## src/rtl/ui_pkg.sv

```systemverilog
// Shared front-panel UI definitions: debouncer state encoding and the helper
// functions that size the debouncer's counters from their parameters.
package ui_pkg;

    typedef enum logic [1:0] {
        RELEASED     = 2'd0,
        PRESS_PEND   = 2'd1,
        HELD         = 2'd2,
        RELEASE_PEND = 2'd3
    } debounce_state_t;

    // Width needed to count from 0 up to stable_samples inclusive.
    function automatic int cnt_width(input int stable_samples);
        return $clog2(stable_samples + 1);
    endfunction

    // Width of the auto-repeat hold counter: big enough for the larger interval.
    function automatic int hold_width(input int repeat_delay, input int repeat_period);
        int longest;
        longest = (repeat_delay > repeat_period) ? repeat_delay : repeat_period;
        return $clog2(longest + 1);
    endfunction

endpackage

```

## src/rtl/button_debouncer_if.sv

```systemverilog
// Signal bundle between the raw front-panel inputs and the debouncer.
// master: the debouncer (consumes raw inputs, drives the clean outputs).
// slave : the pad/consumer side (drives raw inputs, observes clean outputs).
interface button_debouncer_if;
    logic sample_clock;
    logic button_raw;
    logic pressed;
    logic press_pulse;
    logic release_pulse;

    modport master (
        input  sample_clock,
        input  button_raw,
        output pressed,
        output press_pulse,
        output release_pulse
    );

    modport slave (
        output sample_clock,
        output button_raw,
        input  pressed,
        input  press_pulse,
        input  release_pulse
    );
endinterface

```

## src/rtl/button_debouncer_sync_edge.sv

```systemverilog
// Two-flop synchroniser followed by a rising-edge detector. The reset value of
// every flop is a parameter so an idle-high input does not see a false edge
// or a false level when reset is released.
module sync_edge #(
    parameter logic RESET_VAL = 1'b0
) (
    input  logic clk,
    input  logic rst_n,
    input  logic d,
    output logic level,
    output logic rise
);

    logic meta_r;
    logic sync_r;
    logic prev_r;

    // Synchroniser chain plus one delayed copy for edge detection.
    always_ff @(posedge clk or negedge rst_n) begin
        if (!rst_n) begin
            meta_r <= RESET_VAL;
            sync_r <= RESET_VAL;
            prev_r <= RESET_VAL;
        end else begin
            meta_r <= d;
            sync_r <= meta_r;
            prev_r <= sync_r;
        end
    end

    assign level = sync_r;
    assign rise  = sync_r & ~prev_r;

endmodule

```

## src/rtl/button_debouncer.sv

```systemverilog
// Push-button debouncer for the multiplier front panel. The raw button is
// sampled once per rising edge of the slow divider square wave; a new level is
// accepted after STABLE_SAMPLES identical samples in a row. Produces a
// debounced level plus one-cycle press/release strobes in the in_clock domain.
// Optional auto-repeat of press_pulse while held: define BUTTON_DEBOUNCER_REPEAT_EN.
module button_debouncer
    import ui_pkg::*;
#(
    parameter int STABLE_SAMPLES = 4,
    parameter int ACTIVE_LOW     = 1,
    parameter int REPEAT_DELAY   = 16,
    parameter int REPEAT_PERIOD  = 4
) (
    input  logic                in_clock,
    input  logic                reset_n,
    button_debouncer_if.master  btn_bus
);

    localparam int              CW          = cnt_width(STABLE_SAMPLES);
    localparam logic            BTN_IDLE    = (ACTIVE_LOW != 0) ? 1'b1 : 1'b0;
    localparam logic [CW:0]     STABLE_LAST = (CW + 1)'(STABLE_SAMPLES);

    logic            tick_s;
    logic            btn_level_s;
    logic            btn_s;
    logic            sample_level_unused_s;
    logic            btn_rise_unused_s;

    debounce_state_t state_r;
    debounce_state_t state_next_s;
    logic [CW-1:0]   cnt_r;
    logic [CW-1:0]   cnt_next_s;
    logic [CW:0]     cnt_plus_s;
    logic            press_s;
    logic            release_s;
    logic            repeat_s;

    logic            pressed_r;
    logic            press_pulse_r;
    logic            release_pulse_r;

    sync_edge #(.RESET_VAL(1'b0)) u_sample_sync (
        .clk   (in_clock),
        .rst_n (reset_n),
        .d     (btn_bus.sample_clock),
        .level (sample_level_unused_s),
        .rise  (tick_s)
    );

    sync_edge #(.RESET_VAL(BTN_IDLE)) u_button_sync (
        .clk   (in_clock),
        .rst_n (reset_n),
        .d     (btn_bus.button_raw),
        .level (btn_level_s),
        .rise  (btn_rise_unused_s)
    );

    // Normalise the button so that 1 always means "held".
    assign btn_s      = (ACTIVE_LOW != 0) ? ~btn_level_s : btn_level_s;
    assign cnt_plus_s = {1'b0, cnt_r} + {{CW{1'b0}}, 1'b1};

    // State and stability-counter registers.
    always_ff @(posedge in_clock or negedge reset_n) begin
        if (!reset_n) begin
            state_r <= RELEASED;
            cnt_r   <= {CW{1'b0}};
        end else begin
            state_r <= state_next_s;
            cnt_r   <= cnt_next_s;
        end
    end

    // Next-state logic: evaluated only on sample ticks, otherwise everything holds.
    always_comb begin
        state_next_s = state_r;
        cnt_next_s   = cnt_r;
        press_s      = 1'b0;
        release_s    = 1'b0;
        if (tick_s) begin
            case (state_r)
                RELEASED: begin
                    if (btn_s) begin
                        if (STABLE_SAMPLES == 1) begin
                            state_next_s = HELD;
                            cnt_next_s   = {CW{1'b0}};
                            press_s      = 1'b1;
                        end else begin
                            state_next_s = PRESS_PEND;
                            cnt_next_s   = CW'(1);
                        end
                    end else begin
                        cnt_next_s = {CW{1'b0}};
                    end
                end
                PRESS_PEND: begin
                    if (btn_s) begin
                        if (cnt_plus_s == STABLE_LAST) begin
                            state_next_s = HELD;
                            cnt_next_s   = {CW{1'b0}};
                            press_s      = 1'b1;
                        end else begin
                            cnt_next_s = cnt_plus_s[CW-1:0];
                        end
                    end else begin
                        state_next_s = RELEASED;
                        cnt_next_s   = {CW{1'b0}};
                    end
                end
                HELD: begin
                    if (!btn_s) begin
                        if (STABLE_SAMPLES == 1) begin
                            state_next_s = RELEASED;
                            cnt_next_s   = {CW{1'b0}};
                            release_s    = 1'b1;
                        end else begin
                            state_next_s = RELEASE_PEND;
                            cnt_next_s   = CW'(1);
                        end
                    end else begin
                        cnt_next_s = {CW{1'b0}};
                    end
                end
                RELEASE_PEND: begin
                    if (!btn_s) begin
                        if (cnt_plus_s == STABLE_LAST) begin
                            state_next_s = RELEASED;
                            cnt_next_s   = {CW{1'b0}};
                            release_s    = 1'b1;
                        end else begin
                            cnt_next_s = cnt_plus_s[CW-1:0];
                        end
                    end else begin
                        state_next_s = HELD;
                        cnt_next_s   = {CW{1'b0}};
                    end
                end
                default: begin
                    state_next_s = RELEASED;
                    cnt_next_s   = {CW{1'b0}};
                end
            endcase
        end else begin
            state_next_s = state_r;
            cnt_next_s   = cnt_r;
        end
    end

`ifdef BUTTON_DEBOUNCER_REPEAT_EN
    localparam int           HW           = hold_width(REPEAT_DELAY, REPEAT_PERIOD);
    localparam logic [HW:0]  DELAY_LAST   = (HW + 1)'(REPEAT_DELAY);
    localparam logic [HW:0]  PERIOD_LAST  = (HW + 1)'(REPEAT_PERIOD);

    logic [HW-1:0] hold_r;
    logic [HW-1:0] hold_next_s;
    logic          rep_r;
    logic          rep_next_s;
    logic [HW:0]   hold_plus_s;
    logic [HW:0]   hold_limit_s;

    assign hold_plus_s  = {1'b0, hold_r} + {{HW{1'b0}}, 1'b1};
    assign hold_limit_s = rep_r ? PERIOD_LAST : DELAY_LAST;

    // Hold counter: counts ticks spent staying in HELD, restarts on any entry.
    always_comb begin
        hold_next_s = hold_r;
        rep_next_s  = rep_r;
        repeat_s    = 1'b0;
        if ((state_r == HELD) && (state_next_s == HELD)) begin
            if (tick_s) begin
                if (hold_plus_s == hold_limit_s) begin
                    hold_next_s = {HW{1'b0}};
                    rep_next_s  = 1'b1;
                    repeat_s    = 1'b1;
                end else begin
                    hold_next_s = hold_plus_s[HW-1:0];
                end
            end else begin
                hold_next_s = hold_r;
            end
        end else begin
            hold_next_s = {HW{1'b0}};
            rep_next_s  = 1'b0;
        end
    end

    // Hold counter registers.
    always_ff @(posedge in_clock or negedge reset_n) begin
        if (!reset_n) begin
            hold_r <= {HW{1'b0}};
            rep_r  <= 1'b0;
        end else begin
            hold_r <= hold_next_s;
            rep_r  <= rep_next_s;
        end
    end
`else
    localparam int REPEAT_CFG_UNUSED = REPEAT_DELAY + REPEAT_PERIOD;
    assign repeat_s = 1'b0;
`endif

    // Registered outputs: level follows the accepted state, strobes last one cycle.
    always_ff @(posedge in_clock or negedge reset_n) begin
        if (!reset_n) begin
            pressed_r       <= 1'b0;
            press_pulse_r   <= 1'b0;
            release_pulse_r <= 1'b0;
        end else begin
            pressed_r       <= (state_next_s == HELD) || (state_next_s == RELEASE_PEND);
            press_pulse_r   <= press_s | repeat_s;
            release_pulse_r <= release_s;
        end
    end

    assign btn_bus.pressed       = pressed_r;
    assign btn_bus.press_pulse   = press_pulse_r;
    assign btn_bus.release_pulse = release_pulse_r;

endmodule
```

## src/flat_wrapper.sv

```systemverilog
// flat-port wrapper written by rule: the top's interface ports become plain ports
module button_debouncer_flat import ui_pkg::*;
#(
    parameter int STABLE_SAMPLES = 4,
    parameter int ACTIVE_LOW     = 1,
    parameter int REPEAT_DELAY   = 16,
    parameter int REPEAT_PERIOD  = 4
)
  (in_clock, reset_n, btn_bus_sample_clock, btn_bus_button_raw, btn_bus_pressed, btn_bus_press_pulse, btn_bus_release_pulse);
  button_debouncer_if btn_bus_i ();
  input  logic in_clock;
  input  logic reset_n;
  input wire logic [$bits(btn_bus_i.sample_clock)-1:0] btn_bus_sample_clock;
  input wire logic [$bits(btn_bus_i.button_raw)-1:0] btn_bus_button_raw;
  output wire logic [$bits(btn_bus_i.pressed)-1:0] btn_bus_pressed;
  output wire logic [$bits(btn_bus_i.press_pulse)-1:0] btn_bus_press_pulse;
  output wire logic [$bits(btn_bus_i.release_pulse)-1:0] btn_bus_release_pulse;
  assign btn_bus_i.sample_clock = btn_bus_sample_clock;
  assign btn_bus_i.button_raw = btn_bus_button_raw;
  assign btn_bus_pressed = btn_bus_i.pressed;
  assign btn_bus_press_pulse = btn_bus_i.press_pulse;
  assign btn_bus_release_pulse = btn_bus_i.release_pulse;
  button_debouncer #(.STABLE_SAMPLES(STABLE_SAMPLES), .ACTIVE_LOW(ACTIVE_LOW), .REPEAT_DELAY(REPEAT_DELAY), .REPEAT_PERIOD(REPEAT_PERIOD)) u_core (.in_clock(in_clock), .reset_n(reset_n), .btn_bus(btn_bus_i));
endmodule
```

## config.mk

```make
export PLATFORM = sky130hd
export DESIGN_NAME = button_debouncer_flat
export DESIGN_NICKNAME = d
export VERILOG_FILES = /design/src/rtl/ui_pkg.sv /design/src/rtl/button_debouncer_if.sv /design/src/rtl/button_debouncer_sync_edge.sv /design/src/rtl/button_debouncer.sv /design/src/flat_wrapper.sv
export SDC_FILE = /design/constraint.sdc
export NUM_CORES = 1
export LEC_CHECK = 0
export CAP_MARGIN = 5
export CORE_MARGIN = 5
export CORE_UTILIZATION = 45
export CTS_BUF_LIST = sky130_fd_sc_hd__clkbuf_4 sky130_fd_sc_hd__clkbuf_8
export DETAILED_ROUTE_END_ITERATION = 7
export DONT_BUFFER_PORTS = 1
export SYNTH_ARGS = -nofsm -noshare
export SYNTH_HDL_FRONTEND = slang
export SYNTH_HIERARCHICAL = 1
export SYNTH_SLANG_ARGS = --single-unit
```

## constraint.sdc

```tcl
create_clock -name in_clock -period 2.6 [get_ports in_clock]
set_input_delay 0.52 -clock in_clock [delete_from_list [all_inputs] [get_ports in_clock]]
set_output_delay 0.52 -clock in_clock [all_outputs]
set_load 0.005 [all_outputs]
```

==> run_results.csv <==
group,metric,value,unit
clocking,ctsRootBufferMaster,"sky130_fd_sc_hd__clkbuf_4",
synth,synth_warnings,6,
routing,wl_per_cell,13.37,um
worst_setup_path,critical_path.reg2reg.endpoint,"u_core/btn_bus.pressed",
clocking,clock-sinks,13,
placement,numPlacedInstances,60,
die,initial_util,49.12,%
final_layout,layoutNonFillerInstCount,65,
die,die_extent_in_x,45.30,um
grt,grt_max_degree,12,
worst_setup_path,cp_data_arrival_time,1.56,ns
routing,drt.antenna.violating_nets,0,
final_layout,drive_above_1_share,21.57,%
grt,met1_usage_in_global_routing,9.360,%
power_and_ir_drop,cellLeakagePower,0.2724,nW
die,die_height,45.30,um
die,floorplan.io_pins,7,
routing,drtPass1Iterations,4,
timing,hold-worst-slack,0.08971,ns
grt,all_layer_global_routing_usage,10.68,%
routing,detailed_route_wire_length,869,um
die,core_area,1141,um2
clocking,worstSkewPairLatency,0.26,ns
clocking,path_clk_slew,0.07,ns
routing,vias_per_cell,5.385,
grt,grt_most_used_layer,"met2",
timing,slew_worst_pin,0.4668,ns
timing,setup_violating_endpoint_count_in_the_final_report,0,
clocking,post_cts.repair.setup_buffers,0,
timing,finalHoldViolations,0,
placement,number_of_buffer_cells_added_on_primary_ports,0,
timing,finalMaxSlewViolations,0,
run,maxCapViolations,0,
worst_setup_path,r2r_start,"u_core/cnt_r[0]",
final_layout,layout.cells.most_common_list,"sky130_fd_sc_hd__dfrtp_1 (11), sky130_fd_sc_hd__nand2_1 (6), sky130_fd_sc_hd__inv_1 (5), sky130_fd_sc_hd__clkbuf_4 (4), sky130_fd_sc_hd__o22ai_1 (3)",
timing,layout_worst_path_cycle_share,54.60,%
routing,dr.first_iter.drc_count,6,
worst_setup_path,startpoint_class,"flip-flop",
final_layout,finalNetCount,58,
routing,drc,0,
grt,groute.layer.met2.usage,18.36,%
worst_setup_path,critPathSlowestCell,"sky130_fd_sc_hd__dfrtp_1",
die,floorplan.die_area,2052,um2
routing,total_vias_in_the_final_route,350,
final_layout,flow.area_growth_from_synthesis,9.375,%
placement,place.detailed.hpwl,695.3,um
worst_setup_path,worst-r2r-setup-slack,1.18,ns
worst_setup_path,depth_of_the_worst_register_to_register_path,5,
clocking,htreeDepth,1,
grt,wire_length_of_the_first_global_routing_pass,1.435,mm
worst_setup_path,crit_chain,"ha_1, and2b_1, a21oi_4, o21ai_2, o31ai_1",
clocking,cts_buffers,3,
power_and_ir_drop,worst_ir_drop_vdd,0.0003116,V
timing,clock_skew,0.002619,ns
clocking,cts_buffer_depth,2,
grt,antenna_violations_before_repair,0,
power_and_ir_drop,pwr_density_cell,624.4,nW/um2
final_layout,mostFrequentLayoutCell,"sky130_fd_sc_hd__dfrtp_1",
run_status,run_status,"finished, final reports clean",
worst_hold_path,worst_hold_path_type,"primary input to async pin",
synth,post_synth_instance_area,560.5,um2
grt,grt.overflow.total,0,
timing,setup_tns,0,ns
final_layout,layout.core_utilization,53.73,%
grt,grt_met3_use,3.984,%
final_layout,antennaDiodeCount,0,
worst_setup_path,path_max_fanout,6,
timing,achievable-frequency,0.7044,GHz
worst_setup_path,critical_path.max_stage_delay,0.42,ns
clocking,postCtsResizedCells,0,
timing,finalCriticalPeriod,1.420,ns
synth,mappedNetlistNets,53,
timing,grt_setup_unrepaired,"false",
synth,syn_area_per_cell,11.93,um2
grt,grt_pass1_vias,359,
worst_setup_path,worst_setup_path_end_kind,"flip-flop",
die,core.rowCount,12,
synth,postSynthCellCount,47,
placement,gp_routability_congestion,0.7462,
timing,remaining_max_slew_budget_at_the_tightest_pin,68.78,%
worst_setup_path,crit_path_category,"flip-flop to flip-flop",
worst_setup_path,required,2.74,ns
clocking,clock_tree_from_tritoncts,"done",
## worst max-delay path, delay by kind of cell, from the launching register on
| kind | cells | cell delay, ns |
|---|---|---|
| flops | 1 | 0.42 |
| simple gates | 1 | 0.28 |
| fa+ha+maj | 1 | 0.25 |
| compound gates | 3 | 0.35 |
## power breakdown
part / internal, W / leakage [nW] / switching [W]
combinational: 0.0000142 / 0.0896 / 0.0000201
sequential: 0.000214 / 0.164 / 0.00000935
clock: 0.0000697 / 0.0184 / 0.0000557
## through the flow
| step | power, W | cell area [um2] | setup WS, ns |
|---|---|---|---|
| finish | 0.0003828 | 613.1 | 1.180 |
| global route | 0.0004077 | 613.1 | 1.130 |
| CTS | 0.0003865 | 613.1 | 1.183 |
| detailed placement | 0.0002575 | 573.1 | 1.193 |
| global placement | 0.0002543 | 573.1 | 1.262 |
| floorplan | 0.0002505 | 560.5 | 1.299 |
## registers in the layout, summed over array words and instances, names as in the netlist
signal and count:
u_core/btn_bus.press_pulse 1, u_core/btn_bus.pressed 1, u_core/btn_bus.release_pulse 1, u_core/cnt_r 3, u_core/state_r 2, u_core/u_button_sync/level 1, u_core/u_button_sync/meta_r 1, u_core/u_sample_sync/level 1
u_core/u_sample_sync/meta_r 1, u_core/u_sample_sync/prev_r 1
## metal layers
metal	part of all wire, %	up-vias
met2	54	11
met5	0	-
met3	4.9	4
met1	38	166
met4	2.9	0
li1	-	169
## cell type report
| class | count | area [um2] |
|---|---|---|
| timing repair buffer | 1 | 10.01 |
| sequential | 13 | 327.8 |
| multi-input combinational | 28 | 209.0 |
| inverter | 5 | 18.77 |
| clock buffer | 4 | 30.03 |
| tap | 14 | 17.52 |
| fill | 115 | 528.0 |
## what timing repair did
item / CTS / global route
hold buffers: 1 / 0
hold endpoints to repair: 11 / 0
endpoints found under the setup margin: 0 / 0
## worst max-delay path by stage
stage / from / end / slack [ns]
6_report: u_core/cnt_r[0] / u_core/btn_bus.pressed / 1.18
5_1_grt: u_core/cnt_r[0] / u_core/btn_bus.press_pulse / 1.13
4_1_cts: u_core/cnt_r[0] / u_core/btn_bus.pressed / 1.18
3_5_place_dp: u_core/cnt_r[0] / u_core/btn_bus.pressed / 1.19
3_3_place_gp: u_core/cnt_r[0] / u_core/state_r[0] / 1.26
2_1_floorplan: u_core/cnt_r[0] / u_core/btn_bus.pressed / 1.30
Note: power is estimated with default switching activity, not from simulation.
